**config.mk**
```make
export PLATFORM = sky130hd
export DESIGN_NAME = layer_output_serializer
export DESIGN_NICKNAME = d
export VERILOG_FILES = /design/src/rtl/nn_pkg.sv /design/src/rtl/capture_bank.sv /design/src/rtl/layer_output_serializer.sv
export SDC_FILE = /design/constraint.sdc
export NUM_CORES = 1
export LEC_CHECK = 0
export BUFFER_PORTS_ARGS = -buffer_cell sky130_fd_sc_hd__buf_4
export CORE_UTILIZATION = 50
export CTS_CLUSTER_SIZE = 30
export DETAILED_ROUTE_END_ITERATION = 8
export GPL_ROUTABILITY_DRIVEN = 0
export HOLD_SLACK_MARGIN = 0.02
export PLACE_DENSITY_LB_ADDON = 0.25
export SLEW_MARGIN = 20
export SYNTH_ARGS = -nofsm -noshare
export SYNTH_HDL_FRONTEND = slang
export SYNTH_SLANG_ARGS = --single-unit
```
**constraint.sdc**
```tcl
create_clock -name clk -period 5.08 [get_ports clk]
set_input_delay 0.508 -clock clk [delete_from_list [all_inputs] [get_ports clk]]
set_output_delay 0.508 -clock clk [all_outputs]
set_load 0.005 [all_outputs]
```
**src/rtl/nn_pkg.sv**
```systemverilog
`default_nettype none
// ============================================================================
// Module      : nn_pkg
// Description : Shared types and helpers for the neuron-layer datapath:
//               default result width, serializer state encoding, ReLU and
//               packed-bus slice offset helper.
// Revision    : 1.0 - initial release
// ============================================================================
package nn_pkg;

    localparam int NN_DATA_WIDTH = 16;

    typedef enum logic {
        COLLECT = 1'b0,
        SEND    = 1'b1
    } state_t;

    // Clamp a two's-complement result at zero
    function automatic logic [NN_DATA_WIDTH-1:0] relu(input logic signed [NN_DATA_WIDTH-1:0] x);
        return (x < 0) ? '0 : x;
    endfunction

    // LSB position of slice k inside a packed bus of width-bit slices
    function automatic int slice_lsb(input int k, input int width);
        return k * width;
    endfunction

endpackage
`default_nettype wire

```
**src/rtl/capture_bank.sv**
```systemverilog
`default_nettype none
// ============================================================================
// Module      : capture_bank
// Description : Per-neuron result buffer with captured mask. A slot accepts
//               only its first strobe per frame; the optional activation
//               (LAYER_SERIALIZER_RELU_EN) is applied on capture.
// Revision    : 1.0 - initial release
// ============================================================================
module capture_bank
    import nn_pkg::*;
#(
    parameter int NUM_NEURONS = 4,
    parameter int DATA_WIDTH  = NN_DATA_WIDTH
) (
    input  logic                              clk,
    input  logic                              rst,
    input  logic                              i_enable,
    input  logic                              i_clear,
    input  logic [NUM_NEURONS*DATA_WIDTH-1:0] i_neuron_out,
    input  logic [NUM_NEURONS-1:0]            i_neuron_valid,
    output logic [NUM_NEURONS*DATA_WIDTH-1:0] o_buf,
    output logic [NUM_NEURONS-1:0]            o_mask,
    output logic                              o_all_next,
    output logic [DATA_WIDTH-1:0]             o_first_word
);

    logic [NUM_NEURONS-1:0] r_mask;
    logic [NUM_NEURONS-1:0] w_take;
    logic [DATA_WIDTH-1:0]  r_buf [NUM_NEURONS];
    logic [DATA_WIDTH-1:0]  w_act [NUM_NEURONS];

    assign w_take       = i_neuron_valid & ~r_mask & {NUM_NEURONS{i_enable}};
    assign o_mask       = r_mask;
    assign o_all_next   = &(r_mask | w_take);
    // Slot 0 may be captured on the same edge that completes the frame
    assign o_first_word = r_mask[0] ? r_buf[0] : w_act[0];

    // Captured mask: set on first strobe, cleared on frame end or reset
    always_ff @(posedge clk) begin
        if (!rst) begin
            r_mask <= '0;
        end else if (i_clear) begin
            r_mask <= '0;
        end else begin
            r_mask <= r_mask | w_take;
        end
    end

    for (genvar k = 0; k < NUM_NEURONS; k++) begin : g_slot
        logic [DATA_WIDTH-1:0] w_slice;
        assign w_slice = i_neuron_out[slice_lsb(k, DATA_WIDTH) +: DATA_WIDTH];

`ifdef LAYER_SERIALIZER_RELU_EN
        if (DATA_WIDTH == NN_DATA_WIDTH) begin : g_relu_pkg
            assign w_act[k] = relu(w_slice);
        end else begin : g_relu_generic
            assign w_act[k] = w_slice[DATA_WIDTH-1] ? '0 : w_slice;
        end
`else
        assign w_act[k] = w_slice;
`endif

        assign o_buf[slice_lsb(k, DATA_WIDTH) +: DATA_WIDTH] = r_buf[k];

        // Buffer slot: loaded only by the first strobe of the frame
        always_ff @(posedge clk) begin
            if (w_take[k]) begin
                r_buf[k] <= w_act[k];
            end
        end
    end

endmodule
`default_nettype wire

```
**src/rtl/layer_output_serializer.sv**
```systemverilog
`default_nettype none
// ============================================================================
// Module      : layer_output_serializer
// Description : Collects one result from each neuron of a layer, then streams
//               them in index order over a valid/ready interface. Optional
//               ReLU on capture when LAYER_SERIALIZER_RELU_EN is defined.
// Revision    : 1.0 - initial release
// ============================================================================
module layer_output_serializer
    import nn_pkg::*;
#(
    parameter  int NUM_NEURONS = 4,
    parameter  int DATA_WIDTH  = NN_DATA_WIDTH,
    localparam int IDX_W       = $clog2(NUM_NEURONS)
) (
    input  logic                              clk,
    input  logic                              rst,
    input  logic [NUM_NEURONS*DATA_WIDTH-1:0] neuronOut,
    input  logic [NUM_NEURONS-1:0]            neuronOutValid,
    output logic [DATA_WIDTH-1:0]             layerOut,
    output logic                              layerOutValid,
    input  logic                              layerOutReady,
    output logic                              layerOutLast,
    output logic                              busy,
    output logic                              overrun
);

    localparam logic [IDX_W-1:0] c_last_idx = IDX_W'(NUM_NEURONS - 1);

    state_t                            r_state;
    logic [IDX_W-1:0]                  r_idx;
    logic [DATA_WIDTH-1:0]             r_layer_out;
    logic                              r_valid;
    logic                              r_last;
    logic                              r_busy;
    logic                              r_overrun;

    logic [NUM_NEURONS*DATA_WIDTH-1:0] w_buf;
    logic [NUM_NEURONS-1:0]            w_mask;
    logic                              w_all_next;
    logic [DATA_WIDTH-1:0]             w_first_word;
    logic [IDX_W-1:0]                  w_idx_inc;
    logic                              w_last_hs;
    logic                              w_drop;

    assign w_idx_inc = r_idx + IDX_W'(1);
    assign w_last_hs = (r_state == SEND) && layerOutReady && (r_idx == c_last_idx);
    // In SEND every strobe is lost; in COLLECT only repeats are lost
    assign w_drop    = (r_state == SEND) ? (|neuronOutValid) : (|(neuronOutValid & w_mask));

    capture_bank #(
        .NUM_NEURONS (NUM_NEURONS),
        .DATA_WIDTH  (DATA_WIDTH)
    ) u_capture_bank (
        .clk            (clk),
        .rst            (rst),
        .i_enable       (r_state == COLLECT),
        .i_clear        (w_last_hs),
        .i_neuron_out   (neuronOut),
        .i_neuron_valid (neuronOutValid),
        .o_buf          (w_buf),
        .o_mask         (w_mask),
        .o_all_next     (w_all_next),
        .o_first_word   (w_first_word)
    );

    // Collect/send FSM with index counter and registered stream outputs
    always_ff @(posedge clk) begin
        if (!rst) begin
            r_state     <= COLLECT;
            r_idx       <= '0;
            r_layer_out <= '0;
            r_valid     <= 1'b0;
            r_last      <= 1'b0;
            r_busy      <= 1'b0;
            r_overrun   <= 1'b0;
        end else begin
            r_overrun <= r_overrun | w_drop;
            case (r_state)
                COLLECT: begin
                    if (w_all_next) begin
                        r_state     <= SEND;
                        r_idx       <= '0;
                        r_layer_out <= w_first_word;
                        r_valid     <= 1'b1;
                        r_last      <= 1'b0;
                        r_busy      <= 1'b1;
                    end
                end
                SEND: begin
                    if (layerOutReady) begin
                        if (r_idx == c_last_idx) begin
                            r_state <= COLLECT;
                            r_idx   <= '0;
                            r_valid <= 1'b0;
                            r_last  <= 1'b0;
                            r_busy  <= 1'b0;
                        end else begin
                            r_idx       <= w_idx_inc;
                            r_layer_out <= w_buf[slice_lsb(int'(w_idx_inc), DATA_WIDTH) +: DATA_WIDTH];
                            r_last      <= (w_idx_inc == c_last_idx);
                        end
                    end
                end
                default: r_state <= COLLECT;
            endcase
        end
    end

    assign layerOut      = r_layer_out;
    assign layerOutValid = r_valid;
    assign layerOutLast  = r_last;
    assign busy          = r_busy;
    assign overrun       = r_overrun;

endmodule
`default_nettype wire

```
==> results.txt <==
----------------------------------------------------
[Status]
  Run status ... completed

[Synth]
  Flop and latch count out of synthesis ... 90
  Sequential area share after synthesis ... 65.2%
  Gate count after technology mapping ... 249
  Total of warnings raised by yosys ... 0
  Top flip-flop cell by instance count after synthesis ... edfxtp_1
  Number of enable flip-flop cells after synthesis ... 64
  Synth Area per Inst ... 15.0 µm²
  Asr flop ratio synth ... 0%
  Number of nets in the synthesized netlist ... 322
  Post-synthesis cell area ... 3750 µm²
  Number of unique standard cell types used by synthesis ... 31

[CTS]
  Post-CTS Setup Repair Bufs ... 0
  Count of hold buffers inserted by post-cts repair ... 0
  Clock latency of the later-clocked register in the worst-skew pair ... 0.34 ns
  Clk sinks ... 90
  Clock root buffer ... clkbuf_8
  Number of buffers created by CTS ... 9
  Clock transition at path regs ... 0.09 ns
  Number of levels the H-tree was split into ... 3
  Maximum number of buffers from clock root to sink ... 2
  CTS tree ... yes
  Cts repair resizes ... 0

[Pwr]
  VDD IR-drop max ... 0.144 mV
  Static Leak ... 0.00184 µW
  Power Dens Cells ... 326 nW/µm²

[Detailed routing]
  Routed via count divided by cell count ... 5.32
  Number of routed nets with antenna violations ... 0
  Number of vias in the routed layout ... 2,353
  Number of iterations in the first detailed-routing pass ... 4
  Sum of routed wire length over all layers ... 7.67 mm
  Remaining design rule violation count ... 0
  Average wire per cell in the routed design ... 17.4 µm
  Iteration-0 DRC Markers ... 97

[Timing]
  Final clock skew ... 0.00774 ns
  Transition at the pin with the smallest max-transition slack ... 0.916 ns
  Setup TNS Final ... 0 ns
  Final slew viol count ... 0
  Number of endpoints with negative hold slack in the final report ... 0
  Achievable frequency ... 0.386 GHz
  Fraction of the cycle the final worst path needs ... 51.0%
  Number of endpoints failing setup at the final stage ... 0
  Setup repair after global routing missed its margin ... no
  Worst hold margin ... 0.339 ns
  Rel. slew slack ... 39.0%
  Post-route minimum period ... 2.59 ns
  Final WS setup ... 2.49 ns

[Job]
  Total of max-cap violations ... 0

[Finish]
  Area of the multi-input gates ... 1200 µm²
  Area occupied by registers ... 2440 µm²
  Filler cell count ... 549
  Final std cells w/o fill ... 442
  Ratio of cells with drive above 1 in the final layout ... 39.7%
  Net count, final ... 412
  Finished Core Util ... 64.1%
  Diode insertion count for antenna repair ... 0
  Signed area change from the synthesized netlist to the final layout ... 24.1%

[Critical path]
  WS Path Type ... flip-flop to flip-flop
  WP data required ... 5.31 ns
  Crit path DAT ... 2.82 ns
  CP Capture Type ... flip-flop
  Max Fanout on Critical Path ... 36
  Startpoint type of the worst setup path ... flip-flop

[Floorplanning]
  Placement row count ... 31
  Full die area ... 7840 µm²
  Core Region ... 7250 µm²
  Initial Util ... 51.6%
  Die Wd ... 88.6 µm
  Vertical die dimension ... 88.6 µm
  Number of I/O pins ... 91

[GRT]
  Total congestion overflow after global routing ... 0
  Maximum number of pins on one net before global-route repair ... 37
  Number of global-route vias before repair ... 2,381
  Total GRT Usage ... 21.2%
  First-pass GRT wire length ... 12.0 mm
  Number of antenna violations at the first check in global routing ... 0

[Place]
  Count of buffers inserted at the top-level ports ... 90
  Placed cell count ... 427
  Pre-CTS setup slack ... 2.52 ns
  Half-perimeter wire length after placement ... 5.30 mm

[Hold path]
  Worst min path class ... primary input to flip-flop

----------------------------------------------------
through the flow:
stage          total power, µW  area (µm²)
2_1_floorplan             1030        3750
3_3_place_gp              1130        4500
3_5_place_dp              1130        4500
4_1_cts                   1530        4650
5_1_grt                   1590        4650
6_report                  1520        4650
kinds of logic (layout without fill, tap and decap cells):
logic type | count (synthesis) | count (layout) | synth area share [%]
AND/OR/NAND/NOR | 40 | 40 | 5.14
multiplexers | 48 | 48 | 18.2
flip-flops | 90 | 90 | 65.2
adder cells (fa/ha/maj) | 2 | 2 | 0.668
buffers and inverters | 20 | 114 | 3.27
AO/OA/AOI/OAI | 49 | 49 | 7.52
final cells by class:
class / count / area share (%)
flip-flops and latches: 90 / 52.5
well taps: 99 / 2.66
clock inverters: 4 / 0.430
clock buffers: 11 / 2.82
repair buffers: 96 / 15.5
inverters: 3 / 0.242
multi-input cells: 139 / 25.8
cells in the mapped netlist, drive strengths merged (3+ instances only):
cell type | instances | area share (%)
dfxtp | 26 | 14
mux4 | 16 | 9.6
edfxtp | 64 | 51
o211ai | 3 | 0.60
nor2 | 8 | 0.80
a21oi | 21 | 2.8
o21ai | 19 | 2.5
inv | 3 | 0.30
nor3b | 4 | 0.80
clkbuf | 8 | 0.80
nand2 | 18 | 1.8
mux2i | 31 | 8.3
buf | 9 | 2.2
critical path, stage by stage (launching register included):
cell	delay (ns)
dfxtp_1	0.69
inv_2	0.39
o221ai_2	0.20
o22a_1	0.78
mux2_2	0.41
layout by cell type (no fill, tap or decap), types with 2 or more instances in the layout:
cell type / netlist / final
or3_1: 2 / 2
nor2_1: 8 / 8
buf_4: 1 / 96
dfxtp_1: 26 / 26
a21oi_1: 21 / 21
o21ai_0: 19 / 19
clkbuf_1: 8 / 2
mux4_2: 16 / 16
mux2i_1: 31 / 31
nand3_1: 2 / 2
ha_1: 2 / 2
nand2_1: 18 / 18
clkbuf_8: 0 / 9
nor3b_2: 0 / 4
edfxtp_1: 64 / 64
inv_1: 2 / 2
clkinv_2: 0 / 4
and2_1: 2 / 2
o211ai_1: 3 / 3
nor2b_2: 2 / 2
power breakdown:
| group | internal [µW] | total [µW] | switching [µW] |
|---|---|---|---|
| Combinational | 122 | 231 | 109 |
| Clock | 173 | 402 | 230 |
| Sequential | 853 | 882 | 29.3 |
| Total | 1150 | 1520 | 368 |
routing by layer:
layer / global-route usage, % / up-vias / part of all wire (%)
li1: - / 1128 / -
met1: 29.6 / 1140 / 45
met2: 33.9 / 77 / 50
met3: 3.73 / 8 / 3.9
met4: 7.48 / 0 / 0.95
met5: 0 / - / 0
flip-flops by register name, indices dropped and copies added, names as in the netlist:
signal and count:
u_capture_bank.r_buf 64, layerOut 16, u_capture_bank.o_mask 4, r_idx 2
busy 1, layerOutLast 1, overrun 1, r_state 1
worst paths after layout:
kind | end | slack [ns] | depth (start not counted) | startpoint
min reg2reg | layerOut[4] | 0.47 | 2 | layerOut[4]
max reg2reg | layerOut[2] | 2.49 | 4 | r_state
max | layerOut[2] | 2.49 | 4 | r_state
min | u_capture_bank.r_buf[3][3] | 0.34 | 1 | neuronOut[51]
Note: power is estimated with default switching activity, not from simulation.
